### src/rtl/fft_bfly_unit_pkg.sv
// Shared definitions for the radix-2 DIT butterfly coprocessor:
// instruction encodings, FSM states, Q1.15 constants and twiddle generation.
package fft_bfly_unit_pkg;

  localparam logic [6:0] FFT_OPCODE  = 7'b0001011;  // custom-0
  localparam logic [2:0] FFT_F3_BFLY = 3'b000;
  localparam logic [2:0] FFT_F3_RDHI = 3'b001;

  typedef enum logic [2:0] {
    S_IDLE = 3'd0,
    S_MUL1 = 3'd1,
    S_MUL2 = 3'd2,
    S_ADD  = 3'd3,
    S_DONE = 3'd4
  } bfly_state_e;

  localparam int Q15_RND_BIAS = 1 << 14;
  localparam int Q15_SAT_MAX  = 32767;
  localparam int Q15_SAT_MIN  = -32768;

  localparam longint TW_PI_Q28  = 64'sd843314857;
  localparam longint TW_ONE_Q28 = 64'sd268435456;

  // One twiddle component at elaboration time: real = cos, imag = -sin of
  // pi*k/2^tw_bits. Integer Taylor series in Q28 keeps it free of real math;
  // angles past pi/2 are folded back so the series stays well converged.
  function automatic int tw_comp(input int k, input int tw_bits, input int dw,
                                 input bit is_imag);
    longint x, x2, term, acc, mag, rnd, half, kk, lim;
    bit     neg;
    int     sh;
    half = longint'(1) <<< tw_bits;
    kk   = longint'(k);
    neg  = 1'b0;
    if (2 * kk > half) begin
      kk  = half - kk;
      neg = 1'b1;
    end
    x  = (TW_PI_Q28 * kk) >>> tw_bits;
    x2 = (x * x) >>> 28;
    if (is_imag) begin
      term = x;
      acc  = x;
    end else begin
      term = TW_ONE_Q28;
      acc  = TW_ONE_Q28;
    end
    for (int n = 1; n <= 8; n++) begin
      if (is_imag)
        term = -(((term * x2) >>> 28) / longint'((2 * n) * (2 * n + 1)));
      else
        term = -(((term * x2) >>> 28) / longint'((2 * n - 1) * (2 * n)));
      acc = acc + term;
    end
    mag = (acc < 64'sd0) ? 64'sd0 : acc;
    sh  = 28 - (dw - 1);
    rnd = (mag + (longint'(1) <<< (sh - 1))) >>> sh;
    lim = (longint'(1) <<< (dw - 1)) - 1;
    // +/-1.0 clamps to the symmetric code (0x7FFF / 0x8001)
    if (rnd > lim) rnd = lim;
    if (is_imag || neg) rnd = -rnd;
    return int'(rnd);
  endfunction

endpackage

### src/rtl/fft_bfly_unit_if.sv
// Handshake/bus bundle between the EX stage and the butterfly unit.
interface fft_bfly_unit_if #(
  parameter int DW      = 16,
  parameter int TW_BITS = 4
);
  logic                start_i;
  logic                op_i;
  logic [2*DW-1:0]     a_i;
  logic [2*DW-1:0]     b_i;
  logic [TW_BITS-1:0]  tw_idx_i;
  logic                flush_i;
  logic                stall_o;
  logic                done_o;
  logic [2*DW-1:0]     result_o;

  modport master (
    output start_i, op_i, a_i, b_i, tw_idx_i, flush_i,
    input  stall_o, done_o, result_o
  );

  modport slave (
    input  start_i, op_i, a_i, b_i, tw_idx_i, flush_i,
    output stall_o, done_o, result_o
  );
endinterface

### src/rtl/fft_twiddle_rom.sv
// Twiddle ROM: {Wr, Wi} in Q1.15, one registered read per accepted butterfly.
module fft_twiddle_rom
  import fft_bfly_unit_pkg::*;
#(
  parameter int DW      = 16,
  parameter int TW_BITS = 4
) (
  input  logic               clk,
  input  logic               rst,
  input  logic               i_en,
  input  logic [TW_BITS-1:0] i_idx,
  output logic [2*DW-1:0]    o_w
);
  localparam int ENTRIES = 2 ** TW_BITS;

  logic [2*DW-1:0] w_rom [ENTRIES];
  logic [2*DW-1:0] r_w;

  for (genvar g = 0; g < ENTRIES; g++) begin : g_rom
    localparam int WR = tw_comp(g, TW_BITS, DW, 1'b0);
    localparam int WI = tw_comp(g, TW_BITS, DW, 1'b1);
    assign w_rom[g] = {WR[DW-1:0], WI[DW-1:0]};
  end

  // Latch the twiddle only on acceptance so it stays stable for both multiply cycles
  always_ff @(posedge clk or negedge rst) begin
    if (!rst)      r_w <= '0;
    else if (i_en) r_w <= w_rom[i_idx];
  end

  assign o_w = r_w;
endmodule

### src/rtl/fft_bfly_unit.sv
// Multi-cycle radix-2 DIT butterfly next to the ALU.
//   state | meaning
//   IDLE  | waiting; BFLY captures operands, RDHI answers same cycle
//   MUL1  | p0 = Br*Wr, p1 = Bi*Wi
//   MUL2  | p2 = Br*Wi, p3 = Bi*Wr
//   ADD   | round T, form A' and B'
//   DONE  | A' on result, B' committed at exit edge, pipeline released
module fft_bfly_unit
  import fft_bfly_unit_pkg::*;
#(
  parameter int DW      = 16,
  parameter int TW_BITS = 4,
  parameter int SCALE   = 1
) (
  input  logic             clk,
  input  logic             rst,
  fft_bfly_unit_if.slave   bus
);
  localparam logic signed [2*DW:0] L_SAT_MAX  = $signed({{(DW+2){1'b0}}, {(DW-1){1'b1}}});
  localparam logic signed [2*DW:0] L_SAT_MIN  = $signed({{(DW+2){1'b1}}, {(DW-1){1'b0}}});
  localparam logic signed [2*DW:0] L_RND_BIAS = $signed({{(DW+2){1'b0}}, 1'b1, {(DW-2){1'b0}}});

  bfly_state_e r_state, w_state_nxt;

  logic [2*DW-1:0]        r_a, r_b, r_result, r_bnew, r_bhi, w_tw;
  logic signed [2*DW-1:0] r_p0, r_p1, r_p2, r_p3, w_m0, w_m1;
  logic signed [DW-1:0]   w_ar, w_ai, w_br, w_bi, w_wr, w_wi, w_m0_y, w_m1_y, w_tr, w_ti;
  logic signed [2*DW:0]   w_tr_acc, w_ti_acc;
  logic signed [DW:0]     w_ar_sum, w_ai_sum, w_br_dif, w_bi_dif;
  logic [2*DW-1:0]        w_a_new, w_b_new;
  logic                   w_accept, w_rdhi;

  function automatic logic signed [DW-1:0] sat_dw(input logic signed [2*DW:0] x);
    if (x > L_SAT_MAX)      return L_SAT_MAX[DW-1:0];
    else if (x < L_SAT_MIN) return L_SAT_MIN[DW-1:0];
    else                    return x[DW-1:0];
  endfunction

  function automatic logic signed [DW-1:0] scale_sat(input logic signed [DW:0] x);
    logic signed [DW:0] s;
    s = x >>> SCALE;
    return sat_dw({{DW{s[DW]}}, s});
  endfunction

  fft_twiddle_rom #(.DW(DW), .TW_BITS(TW_BITS)) u_rom (
    .clk   (clk),
    .rst   (rst),
    .i_en  (w_accept),
    .i_idx (bus.tw_idx_i),
    .o_w   (w_tw)
  );

  assign w_ar = r_a[2*DW-1:DW];
  assign w_ai = r_a[DW-1:0];
  assign w_br = r_b[2*DW-1:DW];
  assign w_bi = r_b[DW-1:0];
  assign w_wr = w_tw[2*DW-1:DW];
  assign w_wi = w_tw[DW-1:0];

  // Two shared multipliers; the twiddle operands swap between MUL1 and MUL2
  assign w_m0_y = (r_state == S_MUL1) ? w_wr : w_wi;
  assign w_m1_y = (r_state == S_MUL1) ? w_wi : w_wr;
  assign w_m0   = w_br * w_m0_y;
  assign w_m1   = w_bi * w_m1_y;

  assign w_tr_acc = ({r_p0[2*DW-1], r_p0} - {r_p1[2*DW-1], r_p1}) + L_RND_BIAS;
  assign w_ti_acc = ({r_p2[2*DW-1], r_p2} + {r_p3[2*DW-1], r_p3}) + L_RND_BIAS;
  assign w_tr     = sat_dw(w_tr_acc >>> (DW-1));
  assign w_ti     = sat_dw(w_ti_acc >>> (DW-1));

  assign w_ar_sum = {w_ar[DW-1], w_ar} + {w_tr[DW-1], w_tr};
  assign w_ai_sum = {w_ai[DW-1], w_ai} + {w_ti[DW-1], w_ti};
  assign w_br_dif = {w_ar[DW-1], w_ar} - {w_tr[DW-1], w_tr};
  assign w_bi_dif = {w_ai[DW-1], w_ai} - {w_ti[DW-1], w_ti};
  assign w_a_new  = {scale_sat(w_ar_sum), scale_sat(w_ai_sum)};
  assign w_b_new  = {scale_sat(w_br_dif), scale_sat(w_bi_dif)};

  // Next state and handshake outputs; flush overrides everything
  always_comb begin
    w_state_nxt  = r_state;
    w_accept     = 1'b0;
    w_rdhi       = 1'b0;
    unique case (r_state)
      S_IDLE: if (bus.start_i && !bus.op_i) w_state_nxt = S_MUL1;
      S_MUL1: w_state_nxt = S_MUL2;
      S_MUL2: w_state_nxt = S_ADD;
      S_ADD:  w_state_nxt = S_DONE;
      S_DONE: w_state_nxt = S_IDLE;
      default: w_state_nxt = S_IDLE;
    endcase
    if (bus.flush_i) w_state_nxt = S_IDLE;
    if (r_state == S_IDLE && bus.start_i && !bus.flush_i) begin
      w_accept = !bus.op_i;
      w_rdhi   = bus.op_i;
    end
    bus.stall_o  = bus.start_i && !bus.op_i && (r_state != S_DONE);
    bus.done_o   = ((r_state == S_DONE) || w_rdhi) && !bus.flush_i;
    bus.result_o = w_rdhi ? r_bhi : r_result;
  end

  // State register
  always_ff @(posedge clk or negedge rst) begin
    if (!rst) r_state <= S_IDLE;
    else      r_state <= w_state_nxt;
  end

  // Operand capture, product pipeline and result/B' registers
  always_ff @(posedge clk or negedge rst) begin
    if (!rst) begin
      r_a      <= '0;
      r_b      <= '0;
      r_p0     <= '0;
      r_p1     <= '0;
      r_p2     <= '0;
      r_p3     <= '0;
      r_result <= '0;
      r_bnew   <= '0;
      r_bhi    <= '0;
    end else begin
      if (w_accept) begin
        r_a <= bus.a_i;
        r_b <= bus.b_i;
      end
      if (r_state == S_MUL1) begin
        r_p0 <= w_m0;
        r_p1 <= w_m1;
      end
      if (r_state == S_MUL2) begin
        r_p2 <= w_m0;
        r_p3 <= w_m1;
      end
      if (r_state == S_ADD && !bus.flush_i) begin
        r_result <= w_a_new;
        r_bnew   <= w_b_new;
      end
      // B' becomes visible to RDHI only once the butterfly retires
      if (r_state == S_DONE && !bus.flush_i) r_bhi <= r_bnew;
      if (w_rdhi) r_result <= r_bhi;
    end
  end

endmodule
### src/flat_wrapper.sv
// flat-port wrapper written by rule: the top's interface ports become plain ports
module fft_bfly_unit_flat import fft_bfly_unit_pkg::*;
#(
  parameter int DW      = 16,
  parameter int TW_BITS = 4,
  parameter int SCALE   = 1
)
  (clk, rst, bus_start_i, bus_op_i, bus_a_i, bus_b_i, bus_tw_idx_i, bus_flush_i, bus_stall_o, bus_done_o, bus_result_o);
  fft_bfly_unit_if #(.DW(DW), .TW_BITS(TW_BITS)) bus_i ();
  input  logic clk;
  input  logic rst;
  input wire logic [$bits(bus_i.start_i)-1:0] bus_start_i;
  input wire logic [$bits(bus_i.op_i)-1:0] bus_op_i;
  input wire logic [$bits(bus_i.a_i)-1:0] bus_a_i;
  input wire logic [$bits(bus_i.b_i)-1:0] bus_b_i;
  input wire logic [$bits(bus_i.tw_idx_i)-1:0] bus_tw_idx_i;
  input wire logic [$bits(bus_i.flush_i)-1:0] bus_flush_i;
  output wire logic [$bits(bus_i.stall_o)-1:0] bus_stall_o;
  output wire logic [$bits(bus_i.done_o)-1:0] bus_done_o;
  output wire logic [$bits(bus_i.result_o)-1:0] bus_result_o;
  assign bus_i.start_i = bus_start_i;
  assign bus_i.op_i = bus_op_i;
  assign bus_i.a_i = bus_a_i;
  assign bus_i.b_i = bus_b_i;
  assign bus_i.tw_idx_i = bus_tw_idx_i;
  assign bus_i.flush_i = bus_flush_i;
  assign bus_stall_o = bus_i.stall_o;
  assign bus_done_o = bus_i.done_o;
  assign bus_result_o = bus_i.result_o;
  fft_bfly_unit #(.DW(DW), .TW_BITS(TW_BITS), .SCALE(SCALE)) u_core (.clk(clk), .rst(rst), .bus(bus_i));
endmodule
### config.mk
export PLATFORM = sky130hd
export DESIGN_NAME = fft_bfly_unit_flat
export DESIGN_NICKNAME = d
export VERILOG_FILES = /design/src/rtl/fft_bfly_unit_pkg.sv /design/src/rtl/fft_bfly_unit_if.sv /design/src/rtl/fft_twiddle_rom.sv /design/src/rtl/fft_bfly_unit.sv /design/src/flat_wrapper.sv
export SDC_FILE = /design/constraint.sdc
export NUM_CORES = 2
export LEC_CHECK = 0
export BUFFER_PORTS_ARGS = -buffer_cell sky130_fd_sc_hd__buf_2
export CORE_MARGIN = 2
export CORE_UTILIZATION = 35
export CTS_CLUSTER_DIAMETER = 100
export DETAILED_ROUTE_END_ITERATION = 12
export PLACE_DENSITY = 0.5
export SKIP_LAST_GASP = 1
export SYNTH_ARGS = -nofsm -noshare
export SYNTH_HDL_FRONTEND = slang
export SYNTH_HIERARCHICAL = 1
export SYNTH_SLANG_ARGS = --single-unit
### constraint.sdc
create_clock -name clk -period 7.01 [get_ports clk]
set_clock_uncertainty 0.05 [all_clocks]
set_input_delay 1.402 -clock clk [delete_from_list [all_inputs] [get_ports clk]]
set_output_delay 1.402 -clock clk [all_outputs]
set_load 0.02 [all_outputs]
== Yosys cells after proc, flatten, opt, wreduce, memory -nomap -nowiden ==
Memory sizes are Yosys's and may differ from the RTL's. A register that Yosys moved wholly into a read port is not among the register bits.
Cells that the tools add are included.
W data, S select, Z words.
Storage, ports and cells
  logic and storage cells: 75
  bits in registers: 291
  output and inout port bits: 34
  memories: 1
  memory bits (read-only): 512
  bits of input ports: 73
Memory list
  (no name shown): depth 16, bits a word 32, read ports 1, clocked after Yosys merged registers in 1, write ports 0, RTL line fft_twiddle_rom.sv:28  | else if (i_en) r_w <= w_rom[i_idx];
Operators by class
  multiplexer cells: 22
  $mul: 2
  $add $sub $neg: 8
  equal/unequal tests: 6
  bitwise gates (word level): 1
  reduce and logical (&&, ||, !) cells: 13
  order comparisons: 12
Operators with widths (count)
  $mux W16: 14
  $mux W32: 3
  $add A33 B15 Y33 const B: 2
  $gt A16 B16 Y1 const B: 4
  $lt A16 B16 Y1 const B: 4
  $mul A16 B16 Y32: 2
  $gt A18 B16 Y1 const B: 2
  $lt A18 B16 Y1 const B: 2
  $add A16 B16 Y17: 2
  $sub A16 B16 Y17: 2
  $add A32 B32 Y33: 1
  $sub A32 B32 Y33: 1
  $pmux W3 S4: 1
  $logic_and A1 B1 Y1: 7
  $eq A3 B2 Y1 const B: 2
  $mux W3: 2
  $not A4 Y5: 1
  $eq A3 B1 Y1 const B: 1
  $eq A3 B3 Y1 const B: 1
  $logic_not A1 Y1: 3
  $logic_not A3 Y1: 1
  $ne A3 B2 Y1 const B: 1
  $ne A3 B3 Y1 const B: 1
  $mux W1: 2
  2 further kinds: 2

== Depth between registers and ports, before layout ==
  word-level depth: 11
  gate-level depth with buffers: 31
  gate-level depth less buffers: 29

== Hierarchy ==
Netlist, hierarchy kept.
By module, submodules not included
  fft_bfly_unit: sequential area each 7282.0 um2, cells each 4125, times used 1, area an instance 37238.2 um2
  fft_twiddle_rom: sequential area each 800.8 um2, cells each 198, times used 1, area an instance 1875.5 um2

== Least setup slack after synthesis ==
Ideal clock, no wire load.
  kind: register -> register
  start point: reg u_core.r_state[1]
  end point: reg u_core.r_p3[30]
  cell stages (with the launch flop): 28
  setup time: 0.130 ns
  arrival time: 7.377 ns
  buffers on the path: 2
  required time: 6.830 ns
  clock period less this slack: 7.557 ns
  setup slack: -0.547 ns
  cells stage by stage: dfrtp_1 > nor2_1 > nand2_1 > buf_1 > mux2i_1 > clkbuf_1 > nand2b_1 > fa_1 > fa_1 > inv_1 > fa_1 > inv_1 > fa_1 > fa_1 > inv_1 > fa_1 > ha_1 > a21o_1 > a221o_1 > a21oi_1 > o21ai_0 > a21oi_1 > a31oi_1 > o41ai_1 > o2111ai_1 > a21oi_1 > xor2_1 > o21ai_0
Between the ends
  word-level cells in the longest chain between the ends: 3
  elaborated cells between the ends (all ways): 4
  those cells by class: 1 x mul; 2 x eq/ne; 1 x mux
Ends and longest elaborated chain
  start, declared: RTL line fft_bfly_unit.sv:23  | bfly_state_e r_state, w_state_nxt;
  start signal, assigned: RTL line fft_bfly_unit.sv:104  | else r_state <= w_state_nxt;
  $eq A3 B1 Y1: RTL line fft_bfly_unit.sv:62  | assign w_m1_y = (r_state == S_MUL1) ? w_wi : w_wr;
  $mux W16: RTL line fft_bfly_unit.sv:62
  $mul A16 B16 Y32: RTL line fft_bfly_unit.sv:64  | assign w_m1 = w_bi * w_m1_y;
  end signal, assigned: RTL line fft_bfly_unit.sv:130  | r_p3 <= w_m1;
  end, declared: RTL line fft_bfly_unit.sv:26  | logic signed [2*DW-1:0] r_p0, r_p1, r_p2, r_p3, w_m0, w_m1;
Several ways; a longest one is shown, not always the timed one.
A chain may end at the register's enable or synchronous reset.

== Worst setup path in the final report ==
  start point: reg u_core.r_state[2]
  end point: reg u_core.r_p2[30]
Between the ends
  word-level cells in the longest chain between the ends: 3
  elaborated cells between the ends (all ways): 4
  those cells by class: 1 x mul; 2 x eq/ne; 1 x mux
Ends and longest elaborated chain
  $eq A3 B1 Y1: RTL line fft_bfly_unit.sv:61  | assign w_m0_y = (r_state == S_MUL1) ? w_wr : w_wi;
  $mux W16: RTL line fft_bfly_unit.sv:61
  $mul A16 B16 Y32: RTL line fft_bfly_unit.sv:63  | assign w_m0 = w_br * w_m0_y;
  end signal, assigned: RTL line fft_bfly_unit.sv:129  | r_p2 <= w_m0;
  end, declared: RTL line fft_bfly_unit.sv:26
Several ways; a longest one is shown, not always the timed one.

==> reports/qor.yml <==
setup_path:
  worstPathRequired_ns: 7.41
  r2r-start: "u_core/r_state[2]$_DFFE_PN0P_"
  worst_r2r_path_depth: 27
  worstSetupPathType: "reg -> reg"
  cpMostUsedCell: "fa_1"
  critPathMaxStageDelay_ns: 0.58
  end_kind: "flip-flop"
  cp_slowest_cell: "fa_1"
  r2r_end: "u_core/r_p2[30]$_DFFE_PN0P_"
  crit_family: "adder cells"
  reg2reg_slack_ns: -0.002
  cp_num_buf_inv: 3
  worstPathArrival_ns: 7.41
  worst-path-max-fanout: 9
  start_kind: "flip-flop"
timing:
  fin_ws_ns: -0.00228
  fmax_ghz: 0.143
  period_share_pct: 100
  worstMarginPinSlew_ns: 1.10
  maxSlewViolCount: 0
  hold_viol: 0
  hold_slack_ns: 0.422
  rsz0062_at_grt: "true"
  finalSetupViolCount: 2
  maxSlewHeadroom_pct: 26.5
  fin_crit_ns: 7.01
synth:
  async_flop_share_pct: 100
  synth_compound_area_share_pct: 10.9
  synth_common_cells: "nand2_1 (802), inv_1 (686), fa_1 (528)"
  synthXorXnorAreaFrac_pct: 3.18
  yosysMostFrequentCell: "nand2_1"
  netlist_area_mm2: 0.0391
  yosysUniqueCellTypes: 90
  synth_top_family_by_area: "adder cells"
  synthSimpleGateAreaFrac_pct: 15.8
  muxShareOfSynthArea_pct: 2.52
  yosys.area_share.adder_pct: 38.5
  ys.flop_type: "dfrtp_1"
  netlist_instances: 4323
  synth.top_cells.by_area: "fa_1 (27%), dfrtp_1 (21%), ha_1 (12%)"
  ys_ff_latch: 323
  synth_nets: 5284
  avgSynthCellArea_um2: 9.05
  synth_warnings: 6
  synth_edf_count: 0
  yosys.area.top_type_share_pct: 27.0
  yosysSeqAreaShare_pct: 20.7
  yosysTopAreaCell: "fa_1"
placement:
  hpwl_mm: 87.2
  dp_cells: 6020
  io_buffers: 106
  gp_congestion: 0.878
outcome:
  status: "finished, violations left"
  violations: "negative setup slack"
cells_and_area:
  multiInputGateArea_mm2: 0.0284
  drive_above_1_share_pct: 14.9
  nets: 5570
  regArea_mm2: 0.00808
  area_delta_synth_final_pct: 15.8
  fin_util_pct: 40.9
  n_fill_cell: 11200
  stdcell_count: 6131
cts:
  clockBufferDepth: 3
  cts_root_buf: "clkbuf_16"
  path_clk_slew_ns: 0.06
  cts_sinks: 323
  cts_tree: "done"
  cts_hold_buf: 0
  cts_max_level: 2
  insertion_delay_ns: 0.63
  cts_buffers: 44
global_routing:
  grt_pass1_vias: 30200
  grt_pass1_wl_mm: 172
  antenna_found_initial: 7
  track_usage_pct: 18.8
  grt.overflow.total: 0
  grt_max_degree: 137
floorplan:
  num_rows: 122
  dieArea_mm2: 0.114
  start_util_pct: 35.3
  die-width_um: 338
  core_mm2: 0.111
  pin_count: 107
  fp.dieH_um: 338
hold_path:
  hold_class: "reg -> reg"
  hp-start: "u_core/r_bnew[12]$_DFFE_PN0P_"
  min_path_cells: 2
  min_to: "u_core/r_bnew[12]$_DFFE_PN0P_"
drt:
  drc: 0
  ant_nets: 0
  via_per_inst: 4.74
  drt_first_iter_violations: 1374
  vias: 29100
  firstDrtPassIters: 5
  drt_wl_total_mm: 107
  route.detailed.wl_per_inst_um: 17.5
job:
  drv_cap: 0
[how the worst max path moves through the flow]
stage | end | slack, ns | cells past startpoint | start
floorplan | u_core/r_p3[30]$_DFFE_PN0P_ | -0.008 | 29 | u_core/r_state[1]$_DFFE_PN0P_
global placement | u_core/r_p3[31]$_DFFE_PN0P_ | -0.31 | 28 | u_core/r_state[1]$_DFFE_PN0P_
detailed placement | u_core/r_p1[31]$_DFFE_PN0P_ | -0.35 | 28 | u_core/r_state[1]$_DFFE_PN0P_
CTS | u_core/r_p2[30]$_DFFE_PN0P_ | -0.01 | 28 | u_core/r_state[2]$_DFFE_PN0P_
global route | u_core/r_p2[30]$_DFFE_PN0P_ | -0.31 | 27 | u_core/r_state[2]$_DFFE_PN0P_
finish | u_core/r_p2[30]$_DFFE_PN0P_ | -0.002 | 27 | u_core/r_state[2]$_DFFE_PN0P_
[cell type report]
type                       instances  area share (%)
tap                             1488            4.11
clock inverter                    18           0.417
antenna                            3          0.0166
sequential                       323            17.8
clock buffer                      59            2.73
timing repair buffer             403            6.49
inverter                         689            5.72
multi-input combinational       3148            62.7
[per-stage QoR]
| step | instance area, um^2 | TNS, ns | setup WS (ns) |
|---|---|---|---|
| 2_1_floorplan | 39200 | -0.00809 | -0.00809 |
| 3_3_place_gp | 43000 | -2.98 | -0.310 |
| 3_5_place_dp | 43000 | -3.42 | -0.351 |
| 4_1_cts | 44800 | -0.0383 | -0.0120 |
| 5_1_grt | 45300 | -4.66 | -0.306 |
| 6_report | 45300 | -0.00319 | -0.00228 |
[worst reg2reg max path: cells and delay by family, from the launching register on]
family	cells	cell delay, ns
xor+xnor	1	0.19
simple gates	7	1.27
buf+inv	3	0.33
flops	1	0.41
mux	1	0.35
fa+ha+maj	7	3.28
compound gates	8	0.96
[state kept, by name, indices dropped and copies added (netlist names)]
| register | cells |
|---|---|
| u_core/r_a | 32 |
| u_core/r_b | 32 |
| u_core/r_bhi | 32 |
| u_core/r_bnew | 32 |
| u_core/r_p0 | 32 |
| u_core/r_p1 | 32 |
| u_core/r_p2 | 32 |
| u_core/r_p3 | 32 |
| u_core/r_result | 32 |
| u_core/u_rom/o_w | 32 |
| u_core/r_state | 3 |
[metal layers]
metal	part of all wire, %	GRT usage, %	vias to the layer above
met5	0.017	0	-
met4	1.9	3.26	4
met3	4.2	3.14	89
met2	47	31.1	426
met1	47	26.2	14300
li1	-	-	14300
[kinds of logic (layout without fill, tap and decap cells)]
| group | count (synthesis) | count (layout) |
|---|---|---|
| simple gates | 1359 | 1360 |
| flops | 323 | 323 |
| fa+ha+maj | 888 | 888 |
| xor+xnor | 142 | 142 |
| buf+inv | 856 | 1169 |
| compound gates | 665 | 665 |
| other cells | 0 | 3 |
| mux | 90 | 93 |
[placed cells by master, fill, tap and decap left out, drive strengths merged, types with 6 or more instances in the layout]
cell,Yosys,layout
fa,528,528
nor2,116,116
a21o,80,80
a22oi,8,8
o21bai,27,27
a221o,6,6
nand3,35,35
or2,35,35
inv,687,692
a221oi,6,6
o2111ai,8,8
mux2,68,71
a41oi,6,6
dfrtp,323,323
o211ai,18,18
xnor2,102,102
ha,360,360
mux2i,22,22
nand4,12,12
a211oi,18,18
o21a,21,21
nand2,803,804
xor2,40,40
nor2b,131,131
a31oi,14,14
clkbuf,141,60
nand2b,36,36
buf,26,402
a21oi,154,154
a211o,6,6
clkinv,2,8
o221ai,6,6
o31ai,19,19
o21ai,221,221
and3,19,19
nor3,29,29
and2,114,114
[what timing repair did]
| item | 4_1_cts | 5_1_grt |
|---|---|---|
| resized for setup | 56 | 88 |
| pin swaps | 30 | 48 |
| endpoints found under the setup margin | 24 | 44 |
| gates cloned | 1 | 4 |
| setup buffers | 16 | 12 |
Power is left out: the tool's default activity adds up to more than one toggle a clock period on the data nets, which glitch-free logic cannot reach.
